`src/rtl/axi_slave_core_bridge_if.sv`:
```
// AXI4 slave channels and the core-bus master signals of the AXI-to-core bridge.
// The slave modport is the bridge's view; the master modport is the AXI master plus core-bus target.
interface axi_slave_core_bridge_if #(
   parameter int ADDR_WIDTH = 32,
   parameter int ID_WIDTH   = 4
);
   logic [ID_WIDTH-1:0]   s_axi_awid;
   logic [ADDR_WIDTH-1:0] s_axi_awaddr;
   logic [7:0]            s_axi_awlen;
   logic [1:0]            s_axi_awburst;
   logic                  s_axi_awvalid;
   logic                  s_axi_awready;
   logic [31:0]           s_axi_wdata;
   logic [3:0]            s_axi_wstrb;
   logic                  s_axi_wvalid;
   logic                  s_axi_wready;
   logic [ID_WIDTH-1:0]   s_axi_bid;
   logic [1:0]            s_axi_bresp;
   logic                  s_axi_bvalid;
   logic                  s_axi_bready;
   logic [ID_WIDTH-1:0]   s_axi_arid;
   logic [ADDR_WIDTH-1:0] s_axi_araddr;
   logic [7:0]            s_axi_arlen;
   logic [1:0]            s_axi_arburst;
   logic                  s_axi_arvalid;
   logic                  s_axi_arready;
   logic [ID_WIDTH-1:0]   s_axi_rid;
   logic [31:0]           s_axi_rdata;
   logic [1:0]            s_axi_rresp;
   logic                  s_axi_rlast;
   logic                  s_axi_rvalid;
   logic                  s_axi_rready;
   logic [ADDR_WIDTH-1:0] mst_bus_addr;
   logic                  mst_bus_read;
   logic                  mst_bus_write;
   logic [31:0]           mst_bus_writedata;
   logic [3:0]            mst_bus_byteenable;
   logic [31:0]           mst_bus_readdata;
   logic [1:0]            mst_bus_response;
   logic                  mst_bus_waitrequest;

   modport slave (
      input  s_axi_awid, s_axi_awaddr, s_axi_awlen, s_axi_awburst, s_axi_awvalid,
      output s_axi_awready,
      input  s_axi_wdata, s_axi_wstrb, s_axi_wvalid,
      output s_axi_wready,
      output s_axi_bid, s_axi_bresp, s_axi_bvalid,
      input  s_axi_bready,
      input  s_axi_arid, s_axi_araddr, s_axi_arlen, s_axi_arburst, s_axi_arvalid,
      output s_axi_arready,
      output s_axi_rid, s_axi_rdata, s_axi_rresp, s_axi_rlast, s_axi_rvalid,
      input  s_axi_rready,
      output mst_bus_addr, mst_bus_read, mst_bus_write, mst_bus_writedata, mst_bus_byteenable,
      input  mst_bus_readdata, mst_bus_response, mst_bus_waitrequest
   );

   modport master (
      output s_axi_awid, s_axi_awaddr, s_axi_awlen, s_axi_awburst, s_axi_awvalid,
      input  s_axi_awready,
      output s_axi_wdata, s_axi_wstrb, s_axi_wvalid,
      input  s_axi_wready,
      input  s_axi_bid, s_axi_bresp, s_axi_bvalid,
      output s_axi_bready,
      output s_axi_arid, s_axi_araddr, s_axi_arlen, s_axi_arburst, s_axi_arvalid,
      input  s_axi_arready,
      input  s_axi_rid, s_axi_rdata, s_axi_rresp, s_axi_rlast, s_axi_rvalid,
      output s_axi_rready,
      input  mst_bus_addr, mst_bus_read, mst_bus_write, mst_bus_writedata, mst_bus_byteenable,
      output mst_bus_readdata, mst_bus_response, mst_bus_waitrequest
   );
endinterface

```
`src/rtl/axi_slave_core_bridge.sv`:
```
// AXI4 slave to core-bus master bridge: one transaction at a time, one core-bus access per beat,
// round-robin between the write and read address channels.
module axi_slave_core_bridge #(
   parameter int ADDR_WIDTH = 32,
   parameter int ID_WIDTH   = 4
) (
   input  logic                    clk,
   input  logic                    rst,
   axi_slave_core_bridge_if.slave  link
);
   typedef enum logic [2:0] {
      IDLE,
      WR_DATA,
      WR_BUS,
      WR_RESP,
      RD_BUS,
      RD_DATA
   } state_t;

   state_t                state;
   state_t                state_next;
   logic [ID_WIDTH-1:0]   id_q;
   logic [ADDR_WIDTH-1:0] addr_q;
   logic [ADDR_WIDTH-1:0] addr_next;
   logic [7:0]            len_q;
   logic [7:0]            beat_cnt;
   logic                  fixed_q;
   logic [31:0]           wdata_q;
   logic [3:0]            wstrb_q;
   logic [1:0]            bresp_q;
   logic [31:0]           rdata_q;
   logic [1:0]            rresp_q;
   logic                  rlast_q;
   logic                  rd_favoured;
   logic                  aw_grant;
   logic                  ar_grant;
   logic                  aw_accept;
   logic                  ar_accept;
   logic                  last_beat;

   // rd_favoured is set after a write grant, so under contention the other side wins next.
   assign aw_grant  = link.s_axi_awvalid && (!link.s_axi_arvalid || !rd_favoured);
   assign ar_grant  = link.s_axi_arvalid && (!link.s_axi_awvalid || rd_favoured);
   assign aw_accept = (state == IDLE) && !rst && aw_grant;
   assign ar_accept = (state == IDLE) && !rst && ar_grant;
   assign last_beat = (beat_cnt == len_q);
   assign addr_next = fixed_q ? addr_q : addr_q + ADDR_WIDTH'(4);

   always_ff @(posedge clk) begin
      if (rst) state <= IDLE;
      else     state <= state_next;
   end

   always_comb begin
      state_next = state;
      case (state)
         IDLE: begin
            if (aw_accept)      state_next = WR_DATA;
            else if (ar_accept) state_next = RD_BUS;
         end
         WR_DATA: if (link.s_axi_wvalid) state_next = WR_BUS;
         WR_BUS:  if (!link.mst_bus_waitrequest) state_next = last_beat ? WR_RESP : WR_DATA;
         WR_RESP: if (link.s_axi_bready) state_next = IDLE;
         RD_BUS:  if (!link.mst_bus_waitrequest) state_next = RD_DATA;
         RD_DATA: if (link.s_axi_rready) state_next = rlast_q ? IDLE : RD_BUS;
         default: state_next = IDLE;
      endcase
   end

   always_comb begin
      link.s_axi_awready = 1'b0;
      link.s_axi_arready = 1'b0;
      link.s_axi_wready  = 1'b0;
      link.s_axi_bvalid  = 1'b0;
      link.s_axi_rvalid  = 1'b0;
      link.mst_bus_write = 1'b0;
      link.mst_bus_read  = 1'b0;
      case (state)
         IDLE: begin
            link.s_axi_awready = aw_accept;
            link.s_axi_arready = ar_accept;
         end
         WR_DATA: link.s_axi_wready  = 1'b1;
         WR_BUS:  link.mst_bus_write = 1'b1;
         WR_RESP: link.s_axi_bvalid  = 1'b1;
         RD_BUS:  link.mst_bus_read  = 1'b1;
         RD_DATA: link.s_axi_rvalid  = 1'b1;
         default: ;
      endcase
   end

   // Transaction context and per-beat payload; bus errors only accumulate, they never cut a burst short.
   always_ff @(posedge clk) begin
      if (rst) begin
         id_q        <= '0;
         addr_q      <= '0;
         len_q       <= '0;
         beat_cnt    <= '0;
         fixed_q     <= 1'b0;
         wdata_q     <= '0;
         wstrb_q     <= '0;
         bresp_q     <= '0;
         rdata_q     <= '0;
         rresp_q     <= '0;
         rlast_q     <= 1'b0;
         rd_favoured <= 1'b0;
      end else begin
         case (state)
            IDLE: begin
               if (aw_accept) begin
                  id_q        <= link.s_axi_awid;
                  addr_q      <= link.s_axi_awaddr;
                  len_q       <= link.s_axi_awlen;
                  fixed_q     <= (link.s_axi_awburst == 2'b00);
                  beat_cnt    <= '0;
                  bresp_q     <= '0;
                  rd_favoured <= 1'b1;
               end else if (ar_accept) begin
                  id_q        <= link.s_axi_arid;
                  addr_q      <= link.s_axi_araddr;
                  len_q       <= link.s_axi_arlen;
                  fixed_q     <= (link.s_axi_arburst == 2'b00);
                  beat_cnt    <= '0;
                  rd_favoured <= 1'b0;
               end
            end
            WR_DATA: begin
               if (link.s_axi_wvalid) begin
                  wdata_q <= link.s_axi_wdata;
                  wstrb_q <= link.s_axi_wstrb;
               end
            end
            WR_BUS: begin
               if (!link.mst_bus_waitrequest) begin
                  if (link.mst_bus_response > bresp_q) bresp_q <= link.mst_bus_response;
                  if (!last_beat) begin
                     beat_cnt <= beat_cnt + 8'd1;
                     addr_q   <= addr_next;
                  end
               end
            end
            RD_BUS: begin
               if (!link.mst_bus_waitrequest) begin
                  rdata_q <= link.mst_bus_readdata;
                  rresp_q <= link.mst_bus_response;
                  rlast_q <= last_beat;
               end
            end
            RD_DATA: begin
               if (link.s_axi_rready && !rlast_q) begin
                  beat_cnt <= beat_cnt + 8'd1;
                  addr_q   <= addr_next;
               end
            end
            default: ;
         endcase
      end
   end

   assign link.s_axi_bid          = id_q;
   assign link.s_axi_bresp        = bresp_q;
   assign link.s_axi_rid          = id_q;
   assign link.s_axi_rdata        = rdata_q;
   assign link.s_axi_rresp        = rresp_q;
   assign link.s_axi_rlast        = rlast_q;
   assign link.mst_bus_addr       = addr_q;
   assign link.mst_bus_writedata  = wdata_q;
   assign link.mst_bus_byteenable = wstrb_q;
endmodule

```
`src/flat_wrapper.sv`:
```
// flat-port wrapper written by rule: the top's interface ports become plain ports
module axi_slave_core_bridge_flat 
#(
   parameter int ADDR_WIDTH = 32,
   parameter int ID_WIDTH   = 4
)
  (clk, rst, link_s_axi_awid, link_s_axi_awaddr, link_s_axi_awlen, link_s_axi_awburst, link_s_axi_awvalid, link_s_axi_awready, link_s_axi_wdata, link_s_axi_wstrb, link_s_axi_wvalid, link_s_axi_wready, link_s_axi_bid, link_s_axi_bresp, link_s_axi_bvalid, link_s_axi_bready, link_s_axi_arid, link_s_axi_araddr, link_s_axi_arlen, link_s_axi_arburst, link_s_axi_arvalid, link_s_axi_arready, link_s_axi_rid, link_s_axi_rdata, link_s_axi_rresp, link_s_axi_rlast, link_s_axi_rvalid, link_s_axi_rready, link_mst_bus_addr, link_mst_bus_read, link_mst_bus_write, link_mst_bus_writedata, link_mst_bus_byteenable, link_mst_bus_readdata, link_mst_bus_response, link_mst_bus_waitrequest);
  axi_slave_core_bridge_if #(.ADDR_WIDTH(ADDR_WIDTH), .ID_WIDTH(ID_WIDTH)) link_i ();
  input  logic clk;
  input  logic rst;
  input wire logic [$bits(link_i.s_axi_awid)-1:0] link_s_axi_awid;
  input wire logic [$bits(link_i.s_axi_awaddr)-1:0] link_s_axi_awaddr;
  input wire logic [$bits(link_i.s_axi_awlen)-1:0] link_s_axi_awlen;
  input wire logic [$bits(link_i.s_axi_awburst)-1:0] link_s_axi_awburst;
  input wire logic [$bits(link_i.s_axi_awvalid)-1:0] link_s_axi_awvalid;
  output wire logic [$bits(link_i.s_axi_awready)-1:0] link_s_axi_awready;
  input wire logic [$bits(link_i.s_axi_wdata)-1:0] link_s_axi_wdata;
  input wire logic [$bits(link_i.s_axi_wstrb)-1:0] link_s_axi_wstrb;
  input wire logic [$bits(link_i.s_axi_wvalid)-1:0] link_s_axi_wvalid;
  output wire logic [$bits(link_i.s_axi_wready)-1:0] link_s_axi_wready;
  output wire logic [$bits(link_i.s_axi_bid)-1:0] link_s_axi_bid;
  output wire logic [$bits(link_i.s_axi_bresp)-1:0] link_s_axi_bresp;
  output wire logic [$bits(link_i.s_axi_bvalid)-1:0] link_s_axi_bvalid;
  input wire logic [$bits(link_i.s_axi_bready)-1:0] link_s_axi_bready;
  input wire logic [$bits(link_i.s_axi_arid)-1:0] link_s_axi_arid;
  input wire logic [$bits(link_i.s_axi_araddr)-1:0] link_s_axi_araddr;
  input wire logic [$bits(link_i.s_axi_arlen)-1:0] link_s_axi_arlen;
  input wire logic [$bits(link_i.s_axi_arburst)-1:0] link_s_axi_arburst;
  input wire logic [$bits(link_i.s_axi_arvalid)-1:0] link_s_axi_arvalid;
  output wire logic [$bits(link_i.s_axi_arready)-1:0] link_s_axi_arready;
  output wire logic [$bits(link_i.s_axi_rid)-1:0] link_s_axi_rid;
  output wire logic [$bits(link_i.s_axi_rdata)-1:0] link_s_axi_rdata;
  output wire logic [$bits(link_i.s_axi_rresp)-1:0] link_s_axi_rresp;
  output wire logic [$bits(link_i.s_axi_rlast)-1:0] link_s_axi_rlast;
  output wire logic [$bits(link_i.s_axi_rvalid)-1:0] link_s_axi_rvalid;
  input wire logic [$bits(link_i.s_axi_rready)-1:0] link_s_axi_rready;
  output wire logic [$bits(link_i.mst_bus_addr)-1:0] link_mst_bus_addr;
  output wire logic [$bits(link_i.mst_bus_read)-1:0] link_mst_bus_read;
  output wire logic [$bits(link_i.mst_bus_write)-1:0] link_mst_bus_write;
  output wire logic [$bits(link_i.mst_bus_writedata)-1:0] link_mst_bus_writedata;
  output wire logic [$bits(link_i.mst_bus_byteenable)-1:0] link_mst_bus_byteenable;
  input wire logic [$bits(link_i.mst_bus_readdata)-1:0] link_mst_bus_readdata;
  input wire logic [$bits(link_i.mst_bus_response)-1:0] link_mst_bus_response;
  input wire logic [$bits(link_i.mst_bus_waitrequest)-1:0] link_mst_bus_waitrequest;
  assign link_i.s_axi_awid = link_s_axi_awid;
  assign link_i.s_axi_awaddr = link_s_axi_awaddr;
  assign link_i.s_axi_awlen = link_s_axi_awlen;
  assign link_i.s_axi_awburst = link_s_axi_awburst;
  assign link_i.s_axi_awvalid = link_s_axi_awvalid;
  assign link_s_axi_awready = link_i.s_axi_awready;
  assign link_i.s_axi_wdata = link_s_axi_wdata;
  assign link_i.s_axi_wstrb = link_s_axi_wstrb;
  assign link_i.s_axi_wvalid = link_s_axi_wvalid;
  assign link_s_axi_wready = link_i.s_axi_wready;
  assign link_s_axi_bid = link_i.s_axi_bid;
  assign link_s_axi_bresp = link_i.s_axi_bresp;
  assign link_s_axi_bvalid = link_i.s_axi_bvalid;
  assign link_i.s_axi_bready = link_s_axi_bready;
  assign link_i.s_axi_arid = link_s_axi_arid;
  assign link_i.s_axi_araddr = link_s_axi_araddr;
  assign link_i.s_axi_arlen = link_s_axi_arlen;
  assign link_i.s_axi_arburst = link_s_axi_arburst;
  assign link_i.s_axi_arvalid = link_s_axi_arvalid;
  assign link_s_axi_arready = link_i.s_axi_arready;
  assign link_s_axi_rid = link_i.s_axi_rid;
  assign link_s_axi_rdata = link_i.s_axi_rdata;
  assign link_s_axi_rresp = link_i.s_axi_rresp;
  assign link_s_axi_rlast = link_i.s_axi_rlast;
  assign link_s_axi_rvalid = link_i.s_axi_rvalid;
  assign link_i.s_axi_rready = link_s_axi_rready;
  assign link_mst_bus_addr = link_i.mst_bus_addr;
  assign link_mst_bus_read = link_i.mst_bus_read;
  assign link_mst_bus_write = link_i.mst_bus_write;
  assign link_mst_bus_writedata = link_i.mst_bus_writedata;
  assign link_mst_bus_byteenable = link_i.mst_bus_byteenable;
  assign link_i.mst_bus_readdata = link_mst_bus_readdata;
  assign link_i.mst_bus_response = link_mst_bus_response;
  assign link_i.mst_bus_waitrequest = link_mst_bus_waitrequest;
  axi_slave_core_bridge #(.ADDR_WIDTH(ADDR_WIDTH), .ID_WIDTH(ID_WIDTH)) u_core (.clk(clk), .rst(rst), .link(link_i));
endmodule
```
`config.mk`:
```
export PLATFORM = sky130hd
export DESIGN_NAME = axi_slave_core_bridge_flat
export DESIGN_NICKNAME = d
export VERILOG_FILES = /design/src/rtl/axi_slave_core_bridge_if.sv /design/src/rtl/axi_slave_core_bridge.sv /design/src/flat_wrapper.sv
export SDC_FILE = /design/constraint.sdc
export NUM_CORES = 1
export LEC_CHECK = 0
export ABC_CLOCK_PERIOD_IN_PS = 4050
export CORE_MARGIN = 3
export CORE_UTILIZATION = 40
export DETAILED_ROUTE_END_ITERATION = 10
export GPL_TIMING_DRIVEN = 0
export HOLD_SLACK_MARGIN = 0.1
export PLACE_DENSITY = 0.75
export SYNTH_ARGS = -nofsm -noshare
export SYNTH_HDL_FRONTEND = slang
export SYNTH_SLANG_ARGS = --single-unit
```
`constraint.sdc`:
```
create_clock -name clk -period 4.05 [get_ports clk]
set_clock_uncertainty 0.2 [all_clocks]
set_input_delay 1.215 -clock clk [delete_from_list [all_inputs] [get_ports clk]]
set_output_delay 1.215 -clock clk [all_outputs]
set_load 0.02 [all_outputs]
```
==> results.py, run 1 <==
metrics = {
    "run_status": {
        "outcome": "complete, no violations",
    },
    "yosys": {
        "synth.distinct_cells": 65,
        "syn-num-nets": 1020,
        "synth_seq_cells": 130,
        "syn_inst": 846,
        "synth_seq_area_share_pct": 40.0,
        "synthFlopType": "dfxtp_1",
        "postSynthAreaPerCell_um2": 7.70,
        "async_flop_share_pct": 0,
        "synth_edf_count": 0,
        "syn_area_um2": 6510,
        "ys_warn_count": 0,
    },
    "placement": {
        "portBuffers": 288,
        "dp_hpwl_um": 19600,
        "gp_congestion": 0.951,
        "dp_slack_ns": -1.19,
        "dpl_cell_area_um2": 9660,
        "dpl.cell_count": 1350,
    },
    "global_route": {
        "grt_max_degree": 17,
        "grt_pass1_vias": 7474,
        "track_usage_pct": 28.2,
        "gr-total-overflow": 0,
        "grt_pass1_wl_um": 40100,
        "antenna_found_initial": 0,
    },
    "cells_and_area": {
        "fin_nets": 1328,
        "n_antenna_cell": 0,
        "instances_no_fill": 1383,
        "final_area_um2": 10300,
        "fin_util_pct": 64.6,
        "final_layout_size_suffix_gt1_share_pct": 8.23,
        "syn_to_final_growth_pct": 57.6,
    },
    "power": {
        "report.power.total_mw": 4.51,
        "peakVddDrop_mv": 0.318,
        "leakage_nw": 3.53,
        "p_per_area_nw_per_um2": 440,
    },
    "cts": {
        "cts_tree": "done",
        "clock_path_buffers": 2,
        "hold_buffers": 0,
        "clk_pin_slew_worst_paths_ns": 0.06,
        "clk_latency_ns": 0.42,
        "cts.sinks": 130,
        "cts_buffers": 17,
        "h-tree-depth": 4,
        "cts_root_buffer": "clkbuf_16",
    },
    "critical_path": {
        "reg2reg_from": "u_core.state[1]$_SDFFE_PP0P_",
        "crit_buf_inv": 3,
        "crit_chain": "buf_2, or4_4, nor2_4, clkbuf_8, clkdlybuf4s15_2",
        "reg2reg_depth": 8,
        "crit_path_start_kind": "input pin",
        "crit_type": "input pin to output pin",
        "worstPathRequired_ns": 2.63,
        "ff2ff_setup_slack_ns": 1.02,
        "cp_top_family": "simple AND/OR/NAND/NOR gates",
        "critPathSlowestCell": "or4_4",
        "cp.depth": 5,
        "arrival_ns": 2.59,
        "r2r_end": "u_core.link.mst_bus_addr[23]$_SDFFE_PP0P_",
        "max_stage_delay_ns": 0.51,
        "critPathMaxFanout": 10,
        "cp-end-kind": "output pin",
    },
    "sta": {
        "rsz0062_at_grt": "false",
        "max_freq_mhz": 250,
        "fin_hold_ws_ns": 0.251,
        "tightest_slew_ns": 0.902,
        "hold_viol": 0,
        "relSlewSlack_pct": 39.4,
        "setup_viol": 0,
        "period_needed_ns": 4.00,
        "fin_ws_ns": 0.0493,
        "finalCritPeriodShare_pct": 98.8,
        "finalSetupTns_ns": 0,
        "slew_viol_final": 0,
    },
    "floorplanning": {
        "fp-row-count": 46,
        "die_area_um2": 17800,
        "die_w_um": 134,
        "initial_core_util_pct": 41.0,
        "coreArea_um2": 15900,
        "die_h_um": 134,
        "ios": 290,
    },
    "drt": {
        "routed_wl_um": 26200,
        "detail-route-antenna-nets": 0,
        "wire_per_inst_um": 18.9,
        "drc": 0,
        "drt_iter0_markers": 816,
        "firstDrtPassIters": 6,
        "vias": 7798,
        "vias_per_cell": 5.64,
    },
    "worst_hold_path": {
        "worstHoldStart": "u_core.link.mst_bus_writedata[9]$_SDFFE_PP0P_",
        "hp-class": "flop to flop",
        "hold_depth": 2,
        "holdPathEnd": "u_core.link.mst_bus_writedata[9]$_SDFFE_PP0P_",
    },
    "job": {
        "maxCapViolCount": 0,
    },
}
how the worst max path moves through the flow:
stage / end / slack, ns / startpoint
after floorplan: link_s_axi_arready / 0.14 / rst
after global placement: link_s_axi_awready / -1.18 / link_s_axi_awvalid
after detailed placement: link_s_axi_awready / -1.19 / link_s_axi_awvalid
after CTS: link_s_axi_arready / 0.02 / link_s_axi_awvalid
after global routing: link_s_axi_arready / 0.008 / rst
final: link_s_axi_arready / 0.05 / rst
Yosys cell counts (4+ instances only):
master | instances | area, um2
a211oi_1 | 11 | 82.6
a21oi_1 | 111 | 556
a311oi_1 | 6 | 52.6
a31oi_1 | 12 | 75.1
and3_1 | 9 | 56.3
buf_2 | 15 | 75.1
buf_4 | 4 | 30.0
clkbuf_1 | 53 | 199
dfxtp_1 | 130 | 2600
ha_1 | 4 | 50.1
inv_1 | 13 | 48.8
mux2_2 | 16 | 180
nand2_1 | 207 | 777
nand3_1 | 20 | 100
nand4_1 | 10 | 62.6
nand4b_1 | 5 | 43.8
nor2_1 | 35 | 131
nor3_1 | 20 | 100
nor4_1 | 11 | 68.8
o21ai_0 | 26 | 130
o221a_2 | 4 | 45.0
o221ai_1 | 9 | 78.8
o311ai_0 | 11 | 96.3
o31ai_1 | 10 | 75.1
o32ai_1 | 11 | 96.3
o41ai_1 | 6 | 52.6
or4_1 | 5 | 37.5
xnor2_1 | 8 | 70.1
metal layers:
layer,global-route usage (%),routed length [um],up-vias
li1,-,-,3677
met1,33.3,10100,3600
met2,47.1,12300,453
met3,10.0,2920,68
met4,10.6,770,0
met5,0,0,-
kinds of logic (layout without fill, tap and decap cells):
| kind of cell | count (synthesis) | count (layout) | synth area share [%] |
|---|---|---|---|
| AOI/OAI and AO/OA | 244 | 244 | 24.1 |
| adders and majority gates | 4 | 4 | 0.769 |
| and+or+nand+nor | 353 | 353 | 25.1 |
| muxes | 19 | 19 | 3.23 |
| DFF | 130 | 130 | 40.0 |
| buffers and inverters | 88 | 409 | 5.71 |
| xor gates and xnor gates | 8 | 8 | 1.08 |
worst register-to-register path, delay by kind of cell, from the launching register on:
| family | cells | cell delay [ns] |
|---|---|---|
| simple gates | 3 | 1.14 |
| compound gates | 2 | 0.47 |
| flops | 1 | 0.29 |
| buf+inv | 3 | 0.79 |
final cells by class:
| cell class | count | area (um2) |
|---|---|---|
| multi-input cells | 628 | 3570 |
| inverters | 14 | 55.1 |
| fillers | 1414 | 5630 |
| well taps | 216 | 270 |
| flip-flops and latches | 130 | 2600 |
| repair buffers | 290 | 2900 |
| plain buffers | 73 | 328 |
| clock buffers | 19 | 443 |
| clock inverters | 13 | 88.8 |
cells in the final DEF (no fill, tap or decap), types with 14 or more instances in the layout:
master | Yosys | final
clkbuf_16 | 0 | 17
nor3_1 | 20 | 20
buf_2 | 15 | 14
clkdlybuf4s50_1 | 0 | 284
a21oi_1 | 111 | 111
dfxtp_1 | 130 | 130
nand3_1 | 20 | 20
o21ai_0 | 26 | 25
nor2_1 | 35 | 34
nand2_1 | 207 | 207
clkbuf_1 | 53 | 52
mux2_2 | 16 | 16
flip-flops by register name (all words and copies together), names as in the netlist:
| signal | flops |
|---|---|
| u_core.link.s_axi_bresp | 2 |
| u_core.link.mst_bus_addr | 32 |
| u_core.rd_favoured | 1 |
| u_core.link.s_axi_bid | 4 |
| u_core.link.s_axi_rresp | 2 |
| u_core.link.mst_bus_writedata | 32 |
| u_core.link.s_axi_rdata | 32 |
| u_core.state | 3 |
| u_core.link.mst_bus_byteenable | 4 |
| u_core.len_q | 8 |
| u_core.fixed_q | 1 |
| u_core.link.s_axi_rlast | 1 |
| u_core.beat_cnt | 8 |
power by group:
| part | switching (mW) | internal (mW) |
|---|---|---|
| clock network | 0.601 | 0.795 |
| registers | 0.153 | 1.43 |
| logic | 0.853 | 0.684 |
repair_timing:
| item | in CTS | in global routing |
|---|---|---|
| cloned | 0 | 0 |
| setup endpoints to repair | 2 | 2 |
| pin swaps | 0 | 0 |
| setup buffers | 2 | 0 |
| gates resized for setup | 21 | 3 |
| hold endpoints to repair | 0 | 0 |
Power figures use the tool's default switching activity.
==> run 2, diff against run 1 <==
--- a/config.mk
+++ b/config.mk
@@ -12,6 +12,7 @@
 export GPL_TIMING_DRIVEN = 0
 export HOLD_SLACK_MARGIN = 0.1
 export PLACE_DENSITY = 0.75
+export SLEW_MARGIN = 5
 export SYNTH_ARGS = -nofsm -noshare
 export SYNTH_HDL_FRONTEND = slang
 export SYNTH_SLANG_ARGS = --single-unit
==> results of run 2 <==
The final DEF is identical to that of run 1; final timing and power are the same.
